### src/rtl/resp_misr.sv
// resp_misr: folds a wide response bus into a SIG_W-bit chunk XOR every valid beat and
// compacts CYCLES beats into a multiple-input signature register with a valid/ready handoff.
module resp_misr #(
   parameter int                WIDTH  = 481,
   parameter int                SIG_W  = 32,
   parameter logic [SIG_W-1:0]  POLY   = 32'h04C11DB7,
   parameter logic [SIG_W-1:0]  SEED   = 32'hFFFFFFFF,
   parameter int                CYCLES = 21,
   localparam int               CNT_W  = $clog2(CYCLES + 1)
) (
   input  logic             clk,
   input  logic             rst_n,
   input  logic             start,
   input  logic [WIDTH-1:0] y_in,
   input  logic             y_valid,
   output logic [SIG_W-1:0] sig_out,
   output logic             sig_valid,
   input  logic             sig_ready,
   output logic             busy,
   output logic [CNT_W-1:0] beat_cnt
);

   localparam int               NCHUNK    = (WIDTH + SIG_W - 1) / SIG_W;
   localparam logic [CNT_W-1:0] LAST_BEAT = CNT_W'(CYCLES - 1);

   typedef enum logic [1:0] {IDLE, RUN, DONE} state_t;

   state_t           state_q, state_d;
   logic [SIG_W-1:0] sig_q;
   logic [CNT_W-1:0] cnt_q;
   logic             load, absorb;

   // Zero-padded top chunk falls out of clearing the padded vector first.
   function automatic logic [SIG_W-1:0] fold_chunks(input logic [WIDTH-1:0] y);
      logic [NCHUNK*SIG_W-1:0] padded;
      logic [SIG_W-1:0]        acc;
      padded            = '0;
      padded[WIDTH-1:0] = y;
      acc               = '0;
      for (int i = 0; i < NCHUNK; i++) acc ^= padded[i*SIG_W +: SIG_W];
      return acc;
   endfunction

   function automatic logic [SIG_W-1:0] misr_step(input logic [SIG_W-1:0] s,
                                                  input logic [SIG_W-1:0] f);
      return {s[SIG_W-2:0], 1'b0} ^ (s[SIG_W-1] ? POLY : '0) ^ f;
   endfunction

   always_ff @(posedge clk or negedge rst_n) begin
      if (!rst_n) state_q <= IDLE;
      else        state_q <= state_d;
   end

   always_comb begin
      state_d = state_q;
      case (state_q)
         IDLE:    if (start) state_d = RUN;
         RUN:     if (y_valid && cnt_q == LAST_BEAT) state_d = DONE;
         DONE:    if (sig_ready) state_d = start ? RUN : IDLE;
         default: state_d = IDLE;
      endcase
   end

   // A restart is only honoured from IDLE or on the DONE handshake cycle.
   always_comb begin
      busy      = (state_q == RUN);
      sig_valid = (state_q == DONE);
      load      = start && ((state_q == IDLE) || (state_q == DONE && sig_ready));
      absorb    = (state_q == RUN) && y_valid;
   end

   always_ff @(posedge clk or negedge rst_n) begin
      if (!rst_n) begin
         sig_q <= '0;
         cnt_q <= '0;
      end else if (load) begin
         sig_q <= SEED;
         cnt_q <= '0;
      end else if (absorb) begin
         sig_q <= misr_step(sig_q, fold_chunks(y_in));
         cnt_q <= cnt_q + CNT_W'(1);
      end
   end

   assign sig_out  = sig_q;
   assign beat_cnt = cnt_q;

endmodule

### config.mk
export PLATFORM = sky130hd
export DESIGN_NAME = resp_misr
export DESIGN_NICKNAME = d
export VERILOG_FILES = /design/src/rtl/resp_misr.sv
export SDC_FILE = /design/constraint.sdc
export NUM_CORES = 1
export LEC_CHECK = 0
export ABC_AREA = 1
export BUFFER_PORTS_ARGS = -buffer_cell sky130_fd_sc_hd__buf_4
export CORE_AREA = 2 2 202 204
export DETAILED_ROUTE_END_ITERATION = 10
export DIE_AREA = 0 0 204 206
export SLEW_MARGIN = 20
export SYNTH_ARGS = -nofsm -noshare
export SYNTH_HDL_FRONTEND = slang
export SYNTH_SLANG_ARGS = --single-unit
### constraint.sdc
create_clock -name clk -period 1.81 [get_ports clk]
set_input_delay 0.0905 -clock clk [delete_from_list [all_inputs] [get_ports clk]]
set_output_delay 0.0905 -clock clk [all_outputs]
set_load 0.02 [all_outputs]
==> results.yml, run 1 <==
timing:
  slew_headroom_pct: 58.3
  rsz0062_at_grt: "no"
  fin_worst_skew_ps: 6.27
  setup_violations: 0
  tightest_slew_ps: 625
  finalSetupTns_ps: 0
  finalHoldViolCount: 0
  post-route-period-util_pct: 85.6
  fmax_ghz: 0.646
  slew_violations: 0
  period_needed_ps: 1550
logic_synthesis:
  synth_fp_nets: 2239
  synth_area_per_cell_um2: 5.30
  syn-cell-area_um2: 9290
  synth_seq_cells: 39
  yosys_warnings: 0
  ys_types: 29
  ys_seq_area_share_pct: 10.5
  postSynthCellCount: 1751
floorplan:
  coreArea_um2: 40200
  ios: 525
  fp.dieW_um: 204
  die-area_um2: 42000
  die_h_um: 206
  start_util_pct: 23.1
  fp-row-count: 74
clock_network:
  clock-sinks: 39
  cts_root_buffer: "clkbuf_16"
  cts_max_level: 2
  clkTransAtPathRegs_ps: 70
  clk-insertion-delay-late_ps: 300
  clockBufferDepth: 2
  cts_tree: "built"
  numCtsBuffers: 5
detailed_routing:
  wl_per_cell_um: 11.9
  num_vias: 11410
  ant_nets: 0
  drc: 0
  vias_per_cell: 4.05
  drtIter0Drc: 415
  drt_pre_antenna_iters: 5
  drt-total-wl_um: 33400
worst_setup_path:
  max_stage_delay_ps: 590
  cp_max_fo: 8
  required_ps: 2010
  startpoint_type: "flip-flop"
  worstPathArrival_ps: 1750
  reg2reg_to: "sig_out[22]"
  critical-path-slowest-cell: "dfrtp_4"
  critical_path_class: "reg -> reg"
  cp-startpoint: "sig_out[31]"
  r2r_cells: 9
  cpMostUsedCell: "nand2_1"
  reg2reg_slack_ps: 260
  endpoint_kind: "flip-flop"
  crit_chain: "buf_4 -> xor2_1 -> inv_1 -> nand3_1 -> nand2_1 -> nand2_1 -> nand3_1 -> nand2_1 -> inv_1"
  r2r-start: "sig_out[31]"
global_routing:
  gr-total-overflow: 0
  grt_max_degree: 40
  grt_pass1_vias: 10310
  antenna_found_initial: 0
  grt_first_pass_wirelength_um: 50100
  track_usage_pct: 15.1
power:
  p_total_mw: 10.2
  ir_drop_v: 0.000265
  power_density_nw_per_um2: 726
  p_leak_nw: 8.92
placed_design:
  numPortBuffers: 524
  dp_hpwl_um: 29900
  gp_congestion: 0.910
min_path:
  hp-class: "in -> reg"
  min_to: "state_q[1]"
  hp-start: "sig_ready"
  min_path_cells: 4
finish:
  antenna_cells: 0
  drive_gt1_share_pct: 24.9
  fin_nets: 2769
  area_delta_synth_final_pct: 51.3
run:
  maxCapViolations: 0
outcome:
  status: "finished, final reports clean"
-- cells in the mapped netlist (all sizes together) --
cell type	n	share of area [%]
a21oi	7	0.38
buf	8	0.86
dfrtp	39	11
ha	2	0.27
inv	376	15
nand2	797	32
nand3	159	8.9
nand3b	66	5.5
nand4	3	0.20
nor2	37	1.8
nor3	2	0.16
nor4	1	0.23
o21ai	6	0.32
or2	28	1.9
xnor2	66	6.3
xor2	154	15
-- worst max path at each step --
stage,end,cells past startpoint
after detailed placement,sig_out[22],9
after floorplan,sig_out[8],9
after global placement,sig_out[16],9
after CTS,sig_out[22],9
final,sig_out[22],9
after global routing,sig_out[22],9
-- area by class of cell --
class	count	area [um^2]
Clock buffer	5	125
Timing Repair Buffer	531	4000
Clock inverter	3	47.5
Multi-Input combinational cell	1328	6820
Fill cell	4380	26100
Sequential cell	39	980
Tap cell	532	666
Inverter	376	1420
-- cell families (layout without fill, tap and decap cells) --
| group | after synthesis | in the layout | share of synthesized area (%) |
|---|---|---|---|
| AOI/OAI and AO/OA | 13 | 13 | 0.700 |
| buffers and inverters | 384 | 915 | 16.1 |
| and+or+nand+nor | 1093 | 1093 | 50.9 |
| xor gates and xnor gates | 220 | 220 | 21.5 |
| adders and majority gates | 2 | 2 | 0.269 |
| DFF | 39 | 39 | 10.5 |
-- repair_timing --
action                                  4_1_cts  5_1_grt
setup buffers                                 0        0
resized for setup                             0        1
hold buffers                                  1        0
hold endpoints to repair                     39        0
endpoints found under the setup margin        0        1
-- layer usage --
layer  share of wire (%)  global-route usage [%]
met1                  43                    18.4
met2                  51                    28.0
met3                 4.7                    1.92
met4                 1.8                    3.78
met5                   0                       0
-- layout by cell type (no fill, tap or decap), types with 2 or more instances in the layout --
| cell type | count |
|---|---|
| buf_4 | 529 |
| nor2_4 | 2 |
| ha_1 | 2 |
| a21oi_1 | 7 |
| xor2_2 | 8 |
| nand4_1 | 3 |
| nand2_1 | 797 |
| xnor2_1 | 65 |
| clkbuf_16 | 5 |
| inv_2 | 4 |
| or2_1 | 27 |
| nor2_1 | 34 |
| nand3_1 | 152 |
| nand3b_1 | 65 |
| o21ai_1 | 3 |
| inv_4 | 2 |
| o21ai_0 | 3 |
| xor2_1 | 146 |
| inv_1 | 370 |
| dfrtp_1 | 38 |
| nand3_2 | 7 |
-- flip-flops by register name, indices dropped and copies added (netlist names) --
| signal | flops |
|---|---|
| sig_out | 32 |
| beat_cnt | 5 |
| state_q | 2 |
-- worst max-delay path: cells and delay by family, from the launching register on --
family | cells | cell delay [ps]
flops | 1 | 590
buf+inv | 3 | 320
simple gates | 5 | 320
xor+xnor | 1 | 220
-- stage by stage --
stage	hold WS [ps]	instances	cell area [um^2]	util [%]	worst slack, ps
after floorplan	-205	1751	9290	-	396
after global placement	152	2805	13900	34.5	150
after detailed placement	155	2805	13900	34.5	152
after CTS	80.6	2814	14000	35.0	136
after global routing	123	2814	14100	35.0	60.1
final	98.9	2814	14100	35.0	261
-- power breakdown --
part	switching [mW]	internal, mW	total [mW]
clock network	0.446	0.660	1.11
logic	3.99	3.20	7.19
registers	0.603	1.30	1.90
Note: power is estimated with default switching activity, not from simulation.
==> run 2: changes to the inputs <==
Settings changed: REMOVE_ABC_BUFFERS set to 1.
==> run 2 against run 1 <==
Final cell count is the same. Utilization down 0.12 points. Power fell by 2.6%. Via count decreased by 0.53%. First-iteration DRC count decreased by 5.3%. Setup slack lost 59 ps. Count of clock-buffer cells in the layout is the same. Sequential power fell by 2%. Global-route usage is 0.66 points lower. Combinational power shrank 0.6%. Fmax shrank 3.7%. Final area is 0.34% lower. Critical endpoint is now sig_out[8]. Largest cell class unchanged. Highest routed layer unchanged.
==> results.yml, run 2 (synthesis results as in run 1) <==
outcome:
  status: "finished, final reports clean"
floorplan:
  fp-row-count: 74
  die_h_um: 206
  coreArea_um2: 40200
  die-area_um2: 42000
  ios: 525
  fp.dieW_um: 204
  start_util_pct: 23.1
global_routing:
  track_usage_pct: 14.5
  grt_pass1_vias: 10248
  grt_first_pass_wirelength_um: 48200
  antenna_found_initial: 0
  gr-total-overflow: 0
  grt_max_degree: 40
detailed_routing:
  wl_met1_um: 12600
  drtIter0Drc: 393
  vias_per_cell: 4.03
  ant_nets: 0
  drt-total-wl_um: 32200
  top_layer_used: "met4"
  dr_wl_met3_um: 2280
  num_vias: 11350
  dr_wl_met2_um: 16500
  drt_pre_antenna_iters: 7
  wl_per_cell_um: 11.4
  drc: 0
timing:
  rsz0062_at_grt: "no"
  post-route-period-util_pct: 88.8
  finalHoldViolCount: 0
  setup_violations: 0
  period_needed_ps: 1610
  fmax_ghz: 0.622
  fin_worst_skew_ps: 4.31
  tightest_slew_ps: 647
  slew_violations: 0
  slew_headroom_pct: 56.9
clock_network:
  cts_max_level: 2
  cts_tree: "built"
  clk-insertion-delay-late_ps: 300
  clock-sinks: 39
  numCtsBuffers: 5
  cts_root_buffer: "clkbuf_16"
  post_cts_buffers: 0
  clockBufferDepth: 2
  clkTransAtPathRegs_ps: 70
worst_setup_path:
  worstPathArrival_ps: 1800
  critical_path_class: "reg -> reg"
  cp_max_fo: 9
  endpoint_kind: "flip-flop"
  required_ps: 2000
  startpoint_type: "flip-flop"
finish:
  layout_common_cells: "797 x nand2_1, 530 x buf_4, 370 x inv_1"
  largest_register_ffs: 32
  fillCellCount: 4337
  drive_gt1_share_pct: 24.9
  area_delta_synth_final_pct: 50.8
  seq_area_um2: 977
  fin_nets: 2769
  antenna_cells: 0
  layoutNonFillerInstCount: 2814
  utilization_pct: 34.8
  multi_input_area_um2: 6820
  layout_commonest_cell: "nand2_1"
min_path:
  hp-class: "in -> reg"
placed_design:
  dp_hpwl_um: 28800
  gp_congestion: 0.848
  placed_cells_incl_taps: 2805
  numPortBuffers: 524
run:
  maxCapViolations: 0
power:
  p_leak_nw: 8.90
  power_density_nw_per_um2: 709
  ir_drop_v: 0.000277
[run 2: power breakdown]
group / internal [mW] / leakage [nW] / switching [mW]
sequential: 1.30 / 0.442 / 0.565
combinational: 3.19 / 8.39 / 3.96
clock: 0.505 / 0.0733 / 0.420
[run 2: area by class of cell]
class	count	share of cell area [%]
Tap cell	532	4.75
Clock buffer	5	0.893
Sequential cell	39	6.98
Clock inverter	3	0.107
Inverter	376	10.1
Timing Repair Buffer	531	28.5
Multi-Input combinational cell	1328	48.7
[run 2: worst max-delay path, stage by stage, from the launching register on]
cell and delay, ps:
dfrtp_2 560, buf_4 350, xor2_2 180, nand3_1 120
nand3_1 110, nand3_1 70, nand2_1 60, inv_1 30
[run 2: metrics by stage]
step	TNS [ps]	cell area [um^2]	hold slack (ps)	power [mW]	worst slack [ps]
after floorplan	-255	9210	-205	6.19	-90.0
after global placement	0	13900	160	9.00	198
after detailed placement	0	13900	175	9.15	157
after CTS	0	14000	70.3	10.2	146
after global routing	0	14000	81.8	11.1	7.57
final	0	14000	85.2	9.93	202
[run 2: final timing paths]
| kind | start | to | slack [ps] | depth (start not counted) |
|---|---|---|---|---|
| max | sig_out[31] | sig_out[8] | 200 | 7 |
| min | sig_ready | state_q[1] | 90 | 4 |
| max reg2reg | sig_out[31] | sig_out[8] | 200 | 7 |
| min reg2reg | beat_cnt[3] | beat_cnt[3] | 530 | 1 |
| max in group asynchronous | rst_n | sig_out[31] | 980 | 2 |
| min in group asynchronous | rst_n | sig_out[16] | 380 | 2 |
[run 2: timing repair]
item | in CTS | in global routing
gates resized for setup | 0 | 0
hold buffers | 1 | 0
hold endpoints to repair | 39 | 0
[run 2: metal layers]
metal  up-vias  global-route usage [%]
li1       6193                       -
met1      4800                    15.5
met2       321                    28.0
met3        36                    3.17
met4         0                    4.48
met5         -                       0
==> run 3: changes to the inputs <==
Settings changed: HOLD_SLACK_MARGIN set to 0.02, RECOVER_POWER set to 100.
==> run 3 against run 2 <==
Final area is 1.3% lower. Non-clock buffer count unchanged. Critical path type unchanged. Setup slack better by 9.9 ps. Largest power group unchanged. Combinational power fell by 5.3%. Utilization shrank 0.46 points. Highest routed layer unchanged. Register-to-register slack barely moved.
==> results.yml, run 3 (synthesis results as in run 1) <==
finish:
  fin_nets: 2769
  layout_common_cells: "797 x nand2_1, 492 x buf_4, 373 x inv_1"
  postLayoutCellArea_um2: 13800
  largest_register_ffs: 32
  fillCellCount: 4376
  utilization_pct: 34.4
  antenna_cells: 0
  layout_commonest_cell: "nand2_1"
  area_delta_synth_final_pct: 48.8
  drive_gt1_share_pct: 22.9
  layoutNonFillerInstCount: 2814
worst_setup_path:
  reg2reg_slack_ps: 210
  crit_chain: "buf_4 -> xor2_1 -> inv_1 -> nand3_2 -> nand2_1 -> nand2_1 -> nand3_1 -> nand2_1 -> inv_1"
  cpMostUsedCell: "nand2_1"
  required_ps: 2000
  max_stage_delay_ps: 560
  worstPathArrival_ps: 1790
  critical_path_class: "reg -> reg"
  endpoint_kind: "flip-flop"
  critical-path-slowest-cell: "dfrtp_2"
  cp_max_fo: 9
  startpoint_type: "flip-flop"
timing:
  slew_violations: 0
  period_needed_ps: 1600
  fmax_ghz: 0.626
  setup_violations: 0
  fin_worst_skew_ps: 4.20
  tightest_slew_ps: 1250
  slew_headroom_pct: 16.6
  rsz0062_at_grt: "no"
  post-route-period-util_pct: 88.3
  holdWs_ps: 85.0
  finalHoldViolCount: 0
clock_network:
  clock-sinks: 39
  numCtsBuffers: 5
  cts_tree: "built"
  clkTransAtPathRegs_ps: 70
  cts_resized: 0
  clockBufferDepth: 2
  clk-insertion-delay-late_ps: 300
  post_cts_buffers: 0
  cts_root_buffer: "clkbuf_16"
  postCtsHoldBufs: 1
  cts_max_level: 2
global_routing:
  gr-total-overflow: 0
  grt_pass1_vias: 10248
  grt_max_degree: 40
  antenna_found_initial: 0
  grt_first_pass_wirelength_um: 48200
  track_usage_pct: 14.5
detailed_routing:
  wl_per_cell_um: 11.4
  vias_per_cell: 4.04
  num_vias: 11355
  drtIter0Drc: 372
  drc: 0
  drt_pre_antenna_iters: 7
  drt-total-wl_um: 32200
  ant_nets: 0
placed_design:
  dpl_cell_area_um2: 13900
  gp_congestion: 0.848
  placed_cells_incl_taps: 2805
  numPortBuffers: 524
  dp_hpwl_um: 28800
min_path:
  hp-class: "in -> reg"
power:
  ir_drop_v: 0.000277
  p_total_mw: 9.53
  power_density_nw_per_um2: 689
  p_leak_nw: 8.77
floorplan:
  die_h_um: 206
  fp.dieW_um: 204
  fp-row-count: 74
  start_util_pct: 23.1
  coreArea_um2: 40200
  die-area_um2: 42000
  ios: 525
run:
  maxCapViolations: 0
outcome:
  status: "finished, final reports clean"
-- run 3: changes by cell type in the layout (fill, tap and decap cells not counted), moves of 3 or more --
| cell | before | now |
|---|---|---|
| xor2_1 | 146 | 151 |
| xor2_2 | 8 | 3 |
| buf_4 | 530 | 492 |
| inv_1 | 370 | 373 |
| inv_2 | 4 | 1 |
| clkbuf_1 | 0 | 37 |
-- run 3: critical path, delay by kind of cell (launching register included) --
family | cells | cell delay (ps)
buf+inv | 3 | 410
xor+xnor | 1 | 230
simple gates | 5 | 300
flops | 1 | 560
-- run 3: per-stage QoR --
step                      setup slack [ps]  setup TNS (ps)
after floorplan                      -90.0            -255
after global placement                 198               0
after detailed placement               157               0
after CTS                              146               0
after global routing                  32.6               0
final                                  212               0
-- run 3: path summary, 6_finish.rpt --
kind                             start          end  cells past startpoint
max                        sig_out[31]   sig_out[1]                      9
min                          sig_ready   state_q[1]                      4
max reg2reg                sig_out[31]   sig_out[1]                      9
min reg2reg                beat_cnt[3]  beat_cnt[3]                      1
max in group asynchronous        rst_n  sig_out[31]                      2
min in group asynchronous        rst_n  sig_out[16]                      2
-- run 3: cell type report --
type                            instances  area [um^2]  share of cell area [%]
Sequential cell                        39          977                    7.07
Tap cell                              532          666                    4.82
Timing Repair Buffer                  531         3850                    27.8
Inverter                              376         1420                    10.2
Clock inverter                          3         15.0                   0.109
Multi-Input combinational cell       1328         6770                    49.0
Clock buffer                            5          125                   0.905
-- run 3: layer usage --
metal	vias to the layer above	share of wire, %	GRT usage, %
li1	6197	-	-
met1	4797	39	15.5
met2	326	51	28.0
met3	35	7.0	3.17
met4	0	2.4	4.48
met5	-	0	0
-- run 3: power breakdown --
group	internal [mW]	switching (mW)	total, mW
logic	2.83	3.94	6.77
clock network	0.505	0.422	0.927
registers	1.30	0.540	1.84
